$ cat config.mk
export PLATFORM = sky130hd
export DESIGN_NAME = spi_controller_flat
export DESIGN_NICKNAME = d
export VERILOG_FILES = /design/src/rtl/spi_pkg.sv /design/src/rtl/spi_if.sv /design/src/rtl/spi_sclk_div.sv /design/src/rtl/spi_controller.sv /design/src/flat_wrapper.sv
export SDC_FILE = /design/constraint.sdc
export NUM_CORES = 1
export LEC_CHECK = 0
export CELL_PAD_IN_SITES_DETAIL_PLACEMENT = 1
export CELL_PAD_IN_SITES_GLOBAL_PLACEMENT = 1
export CORE_MARGIN = 2
export CORE_UTILIZATION = 38
export DETAILED_ROUTE_END_ITERATION = 12
export GPL_TIMING_DRIVEN = 1
export MAX_ROUTING_LAYER = met4
export PLACE_DENSITY = 0.85
export REMOVE_ABC_BUFFERS = 1
export SYNTH_ARGS = -nofsm -noshare
export SYNTH_HDL_FRONTEND = slang
export SYNTH_HIERARCHICAL = 1
export SYNTH_SLANG_ARGS = --single-unit
$ cat constraint.sdc
create_clock -name clk -period 2.55 [get_ports clk]
set_input_delay 0.3825 -clock clk [delete_from_list [all_inputs] [get_ports clk]]
set_output_delay 0.3825 -clock clk [all_outputs]
set_load 0.05 [all_outputs]
$ cat src/rtl/spi_pkg.sv
// Shared types and constants for the SPI register-write controller.
// The register map matches the peripheral the controller talks to.
package spi_pkg;

    localparam int FRAME_BITS = 16;

    localparam logic [6:0] ADDR_OUT_7_0   = 7'h00;
    localparam logic [6:0] ADDR_OUT_15_8  = 7'h01;
    localparam logic [6:0] ADDR_PWM_7_0   = 7'h02;
    localparam logic [6:0] ADDR_PWM_15_8  = 7'h03;
    localparam logic [6:0] ADDR_PWM_DUTY  = 7'h04;

    typedef enum logic [2:0] {
        IDLE,
        SETUP,
        SHIFT,
        HOLD,
        GAP
    } spi_state_e;

    function automatic logic [FRAME_BITS-1:0] build_frame(input logic       rw,
                                                          input logic [6:0] addr,
                                                          input logic [7:0] data);
        return {rw, addr, data};
    endfunction

endpackage

$ cat src/rtl/spi_if.sv
// Host request/response handshake plus the four SPI pins of the controller.
// master = controller side, slave = host/peripheral side.
interface spi_if;

    logic        req_valid;
    logic        req_ready;
    logic        req_rw;
    logic [6:0]  req_addr;
    logic [7:0]  req_data;
    logic        rsp_valid;
    logic [15:0] rsp_data;
    logic        busy;
    logic        sclk;
    logic        copi;
    logic        cs;
    logic        cipo;

    modport master (
        input  req_valid, req_rw, req_addr, req_data, cipo,
        output req_ready, rsp_valid, rsp_data, busy, sclk, copi, cs
    );

    modport slave (
        output req_valid, req_rw, req_addr, req_data, cipo,
        input  req_ready, rsp_valid, rsp_data, busy, sclk, copi, cs
    );

endinterface

$ cat src/rtl/spi_sclk_div.sv
// Half-period tick generator: tick pulses once every CLK_DIV enabled cycles.
// clr restarts the count so every phase begins on a full half-period.
module spi_sclk_div #(
    parameter int CLK_DIV = 4
) (
    input  logic clk,
    input  logic rst_n,
    input  logic en,
    input  logic clr,
    output logic tick
);

    localparam logic [7:0] LAST = 8'(CLK_DIV - 1);

    logic [7:0] cnt;

    always_ff @(posedge clk or negedge rst_n) begin
        if (!rst_n) begin
            cnt <= '0;
        end else if (clr) begin
            cnt <= '0;
        end else if (en) begin
            if (cnt == LAST) begin
                cnt <= '0;
            end else begin
                cnt <= cnt + 8'd1;
            end
        end
    end

    assign tick = en && !clr && (cnt == LAST);

endmodule

$ cat src/rtl/spi_controller.sv
// Mode-0 SPI master sending one 16-bit {rw, addr, data} frame per host request, LSB first,
// and returning the 16 CIPO bits sampled on the rising sclk edges.
module spi_controller
    import spi_pkg::*;
#(
    parameter int CLK_DIV = 4
) (
    input  logic  clk,
    input  logic  rst_n,
    spi_if.master bus
);

    if (CLK_DIV < 2 || CLK_DIV > 255) begin : g_bad_clk_div
        $error("spi_controller: CLK_DIV must be within 2..255");
    end

    spi_state_e state, state_nxt;

    logic                  tick;
    logic                  ready_en;
    logic                  req_ready_int;
    logic                  accept;
    logic                  rise;
    logic                  fall;
    logic                  hold_done;
    logic [4:0]            bit_cnt;
    logic [FRAME_BITS-1:0] tx_sr;
    logic [FRAME_BITS-1:0] rx_sr;
    logic [FRAME_BITS-1:0] rsp_data_q;
    logic                  rsp_valid_q;
    logic                  sclk_q;
    logic                  cs_q;

    // Every non-idle phase is a whole number of half-periods, so one free-running divider paces them all
    spi_sclk_div #(
        .CLK_DIV (CLK_DIV)
    ) u_div (
        .clk   (clk),
        .rst_n (rst_n),
        .en    (state != IDLE),
        .clr   (state == IDLE),
        .tick  (tick)
    );

    assign req_ready_int = (state == IDLE) && ready_en;

    always_ff @(posedge clk or negedge rst_n) begin
        if (!rst_n) begin
            state <= IDLE;
        end else begin
            state <= state_nxt;
        end
    end

    always_comb begin
        state_nxt = state;
        accept    = 1'b0;
        rise      = 1'b0;
        fall      = 1'b0;
        hold_done = 1'b0;
        case (state)
            IDLE: begin
                if (bus.req_valid && req_ready_int) begin
                    accept    = 1'b1;
                    state_nxt = SETUP;
                end
            end
            SETUP: begin
                if (tick) begin
                    rise      = 1'b1;
                    state_nxt = SHIFT;
                end
            end
            SHIFT: begin
                // The low half-period after the last falling edge still belongs to SHIFT
                if (tick) begin
                    if (sclk_q) begin
                        fall = 1'b1;
                    end else if (bit_cnt == 5'(FRAME_BITS)) begin
                        state_nxt = HOLD;
                    end else begin
                        rise = 1'b1;
                    end
                end
            end
            HOLD: begin
                if (tick) begin
                    hold_done = 1'b1;
                    state_nxt = GAP;
                end
            end
            GAP: begin
                if (tick) begin
                    state_nxt = IDLE;
                end
            end
            default: begin
                state_nxt = IDLE;
            end
        endcase
    end

    // copi is tx_sr[0]; it is empty by the time the last bit has been shifted out
    always_ff @(posedge clk or negedge rst_n) begin
        if (!rst_n) begin
            ready_en    <= 1'b0;
            bit_cnt     <= '0;
            tx_sr       <= '0;
            rx_sr       <= '0;
            rsp_data_q  <= '0;
            rsp_valid_q <= 1'b0;
            sclk_q      <= 1'b0;
            cs_q        <= 1'b1;
        end else begin
            ready_en    <= 1'b1;
            rsp_valid_q <= 1'b0;
            if (accept) begin
                tx_sr   <= build_frame(bus.req_rw, bus.req_addr, bus.req_data);
                bit_cnt <= '0;
                sclk_q  <= 1'b0;
                cs_q    <= 1'b0;
            end
            if (rise) begin
                sclk_q               <= 1'b1;
                rx_sr[bit_cnt[3:0]]  <= bus.cipo;
            end
            if (fall) begin
                sclk_q  <= 1'b0;
                bit_cnt <= bit_cnt + 5'd1;
                tx_sr   <= {1'b0, tx_sr[FRAME_BITS-1:1]};
            end
            if (hold_done) begin
                cs_q        <= 1'b1;
                tx_sr       <= '0;
                rsp_data_q  <= rx_sr;
                rsp_valid_q <= 1'b1;
            end
        end
    end

    assign bus.req_ready = req_ready_int;
    assign bus.rsp_valid = rsp_valid_q;
    assign bus.rsp_data  = rsp_data_q;
    assign bus.busy      = (state != IDLE);
    assign bus.sclk      = sclk_q;
    assign bus.copi      = tx_sr[0];
    assign bus.cs        = cs_q;

endmodule
$ cat src/flat_wrapper.sv
// flat-port wrapper written by rule: the top's interface ports become plain ports
module spi_controller_flat import spi_pkg::*;
#(
    parameter int CLK_DIV = 4
)
  (clk, rst_n, bus_req_valid, bus_req_rw, bus_req_addr, bus_req_data, bus_cipo, bus_req_ready, bus_rsp_valid, bus_rsp_data, bus_busy, bus_sclk, bus_copi, bus_cs);
  spi_if bus_i ();
  input  logic clk;
  input  logic rst_n;
  input wire logic [$bits(bus_i.req_valid)-1:0] bus_req_valid;
  input wire logic [$bits(bus_i.req_rw)-1:0] bus_req_rw;
  input wire logic [$bits(bus_i.req_addr)-1:0] bus_req_addr;
  input wire logic [$bits(bus_i.req_data)-1:0] bus_req_data;
  input wire logic [$bits(bus_i.cipo)-1:0] bus_cipo;
  output wire logic [$bits(bus_i.req_ready)-1:0] bus_req_ready;
  output wire logic [$bits(bus_i.rsp_valid)-1:0] bus_rsp_valid;
  output wire logic [$bits(bus_i.rsp_data)-1:0] bus_rsp_data;
  output wire logic [$bits(bus_i.busy)-1:0] bus_busy;
  output wire logic [$bits(bus_i.sclk)-1:0] bus_sclk;
  output wire logic [$bits(bus_i.copi)-1:0] bus_copi;
  output wire logic [$bits(bus_i.cs)-1:0] bus_cs;
  assign bus_i.req_valid = bus_req_valid;
  assign bus_i.req_rw = bus_req_rw;
  assign bus_i.req_addr = bus_req_addr;
  assign bus_i.req_data = bus_req_data;
  assign bus_i.cipo = bus_cipo;
  assign bus_req_ready = bus_i.req_ready;
  assign bus_rsp_valid = bus_i.rsp_valid;
  assign bus_rsp_data = bus_i.rsp_data;
  assign bus_busy = bus_i.busy;
  assign bus_sclk = bus_i.sclk;
  assign bus_copi = bus_i.copi;
  assign bus_cs = bus_i.cs;
  spi_controller #(.CLK_DIV(CLK_DIV)) u_core (.clk(clk), .rst_n(rst_n), .bus(bus_i));
endmodule
==> flow_summary.yaml <==
timing:
  finalHoldViolations: 0
  period_needed_ns: 2.354
  slew_headroom: 0.6387
  rsz0062_at_grt: "false"
  drv_slew: 0
  finalSetupViolCount: 0
  fmax_ghz: 0.4248
  worst_slew_pin_slew_ns: 0.5400
  clock_skew_ns: 0.008211
  finalCritPeriodShare: 0.9232
route:
  drc_errors: 0
  vias_per_cell: 5.257
  routed_wirelength_mm: 7.951
  drtIter0Drc: 71
  vias: 2560
  antenna_left: 0
  wl_per_cell_microns: 16.33
  drt_pass1_iterations: 4
synth:
  synthFlopType: "dfrtp_1"
  yosys-top-cells-count: "77 x nand2_1, 67 x dfrtp_1, 27 x nor2_1"
  netlist_instances: 328
  yosysTopAreaCellShare: 0.5172
  synth_cell_types: 50
  yosys.area.top_type: "dfrtp_1"
  ys_ff_latch: 68
  yosys_warnings: 6
  synth_most_common_cell: "nand2_1"
  synth_area_leaders: "dfrtp_1 52%, nand2_1 8.9%, mux2_2 5.6%, nand3_1 4.0%, nor2_1 3.1%"
  synth_area_sq_um: 3242
  synth_edf_count: 0
  ys_seq_area_frac: 0.5253
  synthArstFlopShare: 1.000
  syn_avg_cell_area_sq_um: 9.884
critical_path:
  crit_buf_inv: 1
  critPathMaxStageDelay_ns: 0.58
  worst_r2r_path_depth: 7
  worstReg2RegStart: "u_core/u_div/cnt[3]"
  cp_top_family: "simple AND/OR/NAND/NOR gates"
  arrival_ns: 2.58
  startpoint_type: "flip-flop"
  path_max_fanout: 13
  crit_path_cell_trace: "or4_4, nor3_2, and2_4, buf_4, nand2_1, nor4b_4, mux2_1"
  crit-reg2reg-capture: "u_core/rx_sr[10]"
  cp-end-kind: "flip-flop"
  rrSetupSlack_ns: 0.20
  crit_type: "flip-flop to flip-flop"
  required_ns: 2.78
  slowest_stage: "or4_4"
cells_and_area:
  antenna_cells: 0
  instances_no_fill: 487
  fin_util: 0.4895
  finalNetCount: 402
  drive_gt1_frac: 0.1649
  areaGrowthSynthToFinish_pct: 24.70
floorplan:
  start_util: 0.3926
  die_y_microns: 96.37
  dieArea_sq_um: 9286
  core_sq_um: 8258
  io_pins: 42
  rows: 33
  die_x_microns: 96.37
place:
  dp_cells: 470
  place_congestion: 0.7914
  port_buffers: 41
  place_hpwl_mm: 5.607
power_and_ir_drop:
  irDropWorstVdd_mv: 0.3630
  intPower_mw: 1.599
  p_clk_frac: 0.434
  power.leakage_nw: 1.811
  seq_power_share: 0.533
  power_density_nw_per_um2: 506.5
  combPwrFrac: 0.033
  switching_share: 0.2189
  power.switching_mw: 0.4481
cts:
  h-tree-depth: 3
  clk_pin_slew_ns: 0.08
  tritoncts: "yes"
  cts_setup_buffers: 0
  worst_skew_pair.late_latency_ns: 0.34
  clock_path_buffers: 2
  root_buffer: "clkbuf_8"
  cts-buffers-inserted: 9
  cts_sinks: 68
global_route:
  grt_pass1_wl_mm: 13.81
  grt_pass1_vias: 2805
  grt_max_degree: 37
  grt_usage: 0.1988
  grt_overflow_total: 0
  antenna_found_initial: 0
worst_hold_path:
  hp-class: "input pin to asynchronous set/reset pin"
status:
  outcome: "complete, no violations"
flow_run:
  cap_violations: 0
[flip-flops by register name, summed over array words and instances (netlist names)]
| register | count |
|---|---|
| u_core/bus.rsp_data | 16 |
| u_core/rx_sr | 16 |
| u_core/tx_sr | 16 |
| u_core/u_div/cnt | 8 |
| u_core/bit_cnt | 5 |
| u_core/state | 3 |
| u_core/bus.cs | 1 |
| u_core/bus.rsp_valid | 1 |
| u_core/bus.sclk | 1 |
| u_core/ready_en | 1 |
[metrics by stage]
stage / hold WS (ns) / area [sq um] / setup WS (ns) / setup TNS [ns] / total power, mW
3_5_place_dp: 0.2961 / 3815 / 0.06484 / 0 / 1.180
5_1_grt: 0.4807 / 4043 / 0.08267 / 0 / 2.137
6_report: 0.4557 / 4043 / 0.1958 / 0 / 2.048
4_1_cts: 0.4543 / 4020 / 0.03286 / 0 / 2.072
2_1_floorplan: 0.08691 / 3151 / -0.8580 / -28.39 / 1.118
3_3_place_gp: 0.2897 / 3815 / 0.1750 / 0 / 1.178
[power by group through the flow]
stage	sequential, mW	clock, mW	combinational (mW)
floorplan	1.11	0	0.00768
global placement	1.11	0	0.0667
detailed placement	1.11	0	0.0686
CTS	1.09	0.911	0.0702
global route	1.09	0.970	0.0761
finish	1.09	0.889	0.0682
[cells by family (layout without fill, tap and decap cells)]
family / after synthesis / in the layout / synth area share
AND/OR/NAND/NOR: 172 / 172 / 0.2617
buffers and inverters: 24 / 78 / 0.03512
XOR/XNOR: 4 / 4 / 0.01081
adder cells (fa/ha/maj): 5 / 5 / 0.01930
other: 1 / 1 / 0.001157
AO/OA/AOI/OAI: 37 / 37 / 0.08762
multiplexers: 17 / 17 / 0.05905
flip-flops: 68 / 68 / 0.5253
[worst register-to-register path, stage by stage (launching register included)]
cell	delay (ns)
dfrtp_2	0.45
or4_4	0.58
nor3_2	0.12
and2_4	0.18
buf_4	0.18
nand2_1	0.14
nor4b_4	0.25
mux2_1	0.34
[final cells by class]
type / instances / area [sq um]
clock buffers: 12 / 145.1
clock inverters: 4 / 48.80
fillers: 947 / 4215
inverters: 6 / 23.77
multi-input cells: 236 / 1440
flip-flops and latches: 68 / 1704
well taps: 105 / 131.4
repair buffers: 56 / 549.3
[cells in the final DEF, fill, tap and decap left out, types with 3 or more instances in the layout]
cell,synthesis,routed
nand2_1,77,77
nor3_1,6,4
a31oi_1,15,15
nand3_1,26,26
nor2_1,27,27
inv_1,5,5
clkbuf_8,0,10
clkdlybuf4s50_1,0,38
o21ai_0,8,8
a211o_1,3,3
dfrtp_1,67,66
a22o_1,3,3
mux2_2,16,16
nor3b_1,3,3
ha_1,5,5
clkinv_2,0,3
buf_4,0,12
nand4_1,6,6
[worst max path at each step]
stage | startpoint | end | slack (ns) | cells past startpoint
floorplan | u_core/state[2] | u_core/bus.rsp_data[0] | -0.86 | 8
global placement | u_core/u_div/cnt[3] | u_core/tx_sr[10] | 0.18 | 8
detailed placement | u_core/state[0] | u_core/bus.rsp_data[2] | 0.06 | 8
CTS | u_core/state[0] | bus_busy | 0.03 | 3
global route | u_core/u_div/cnt[3] | u_core/tx_sr[2] | 0.08 | 8
finish | u_core/u_div/cnt[3] | u_core/rx_sr[10] | 0.20 | 7
[timing repair]
item / in CTS / in global routing
pin swaps: 0 / 0
endpoints found under the hold margin: 11 / 0
hold buffers: 1 / 0
gates resized for setup: 1 / 8
setup endpoints to repair: 1 / 25
[metal layers]
metal	global-route usage	up-vias	part of all wire
met5	-	-	0
met4	0.05634	0	0.0069
met3	0.03367	9	0.034
met2	0.3351	40	0.52
met1	0.2474	1285	0.44
li1	-	1226	-
(Power assumes the default switching activity.)
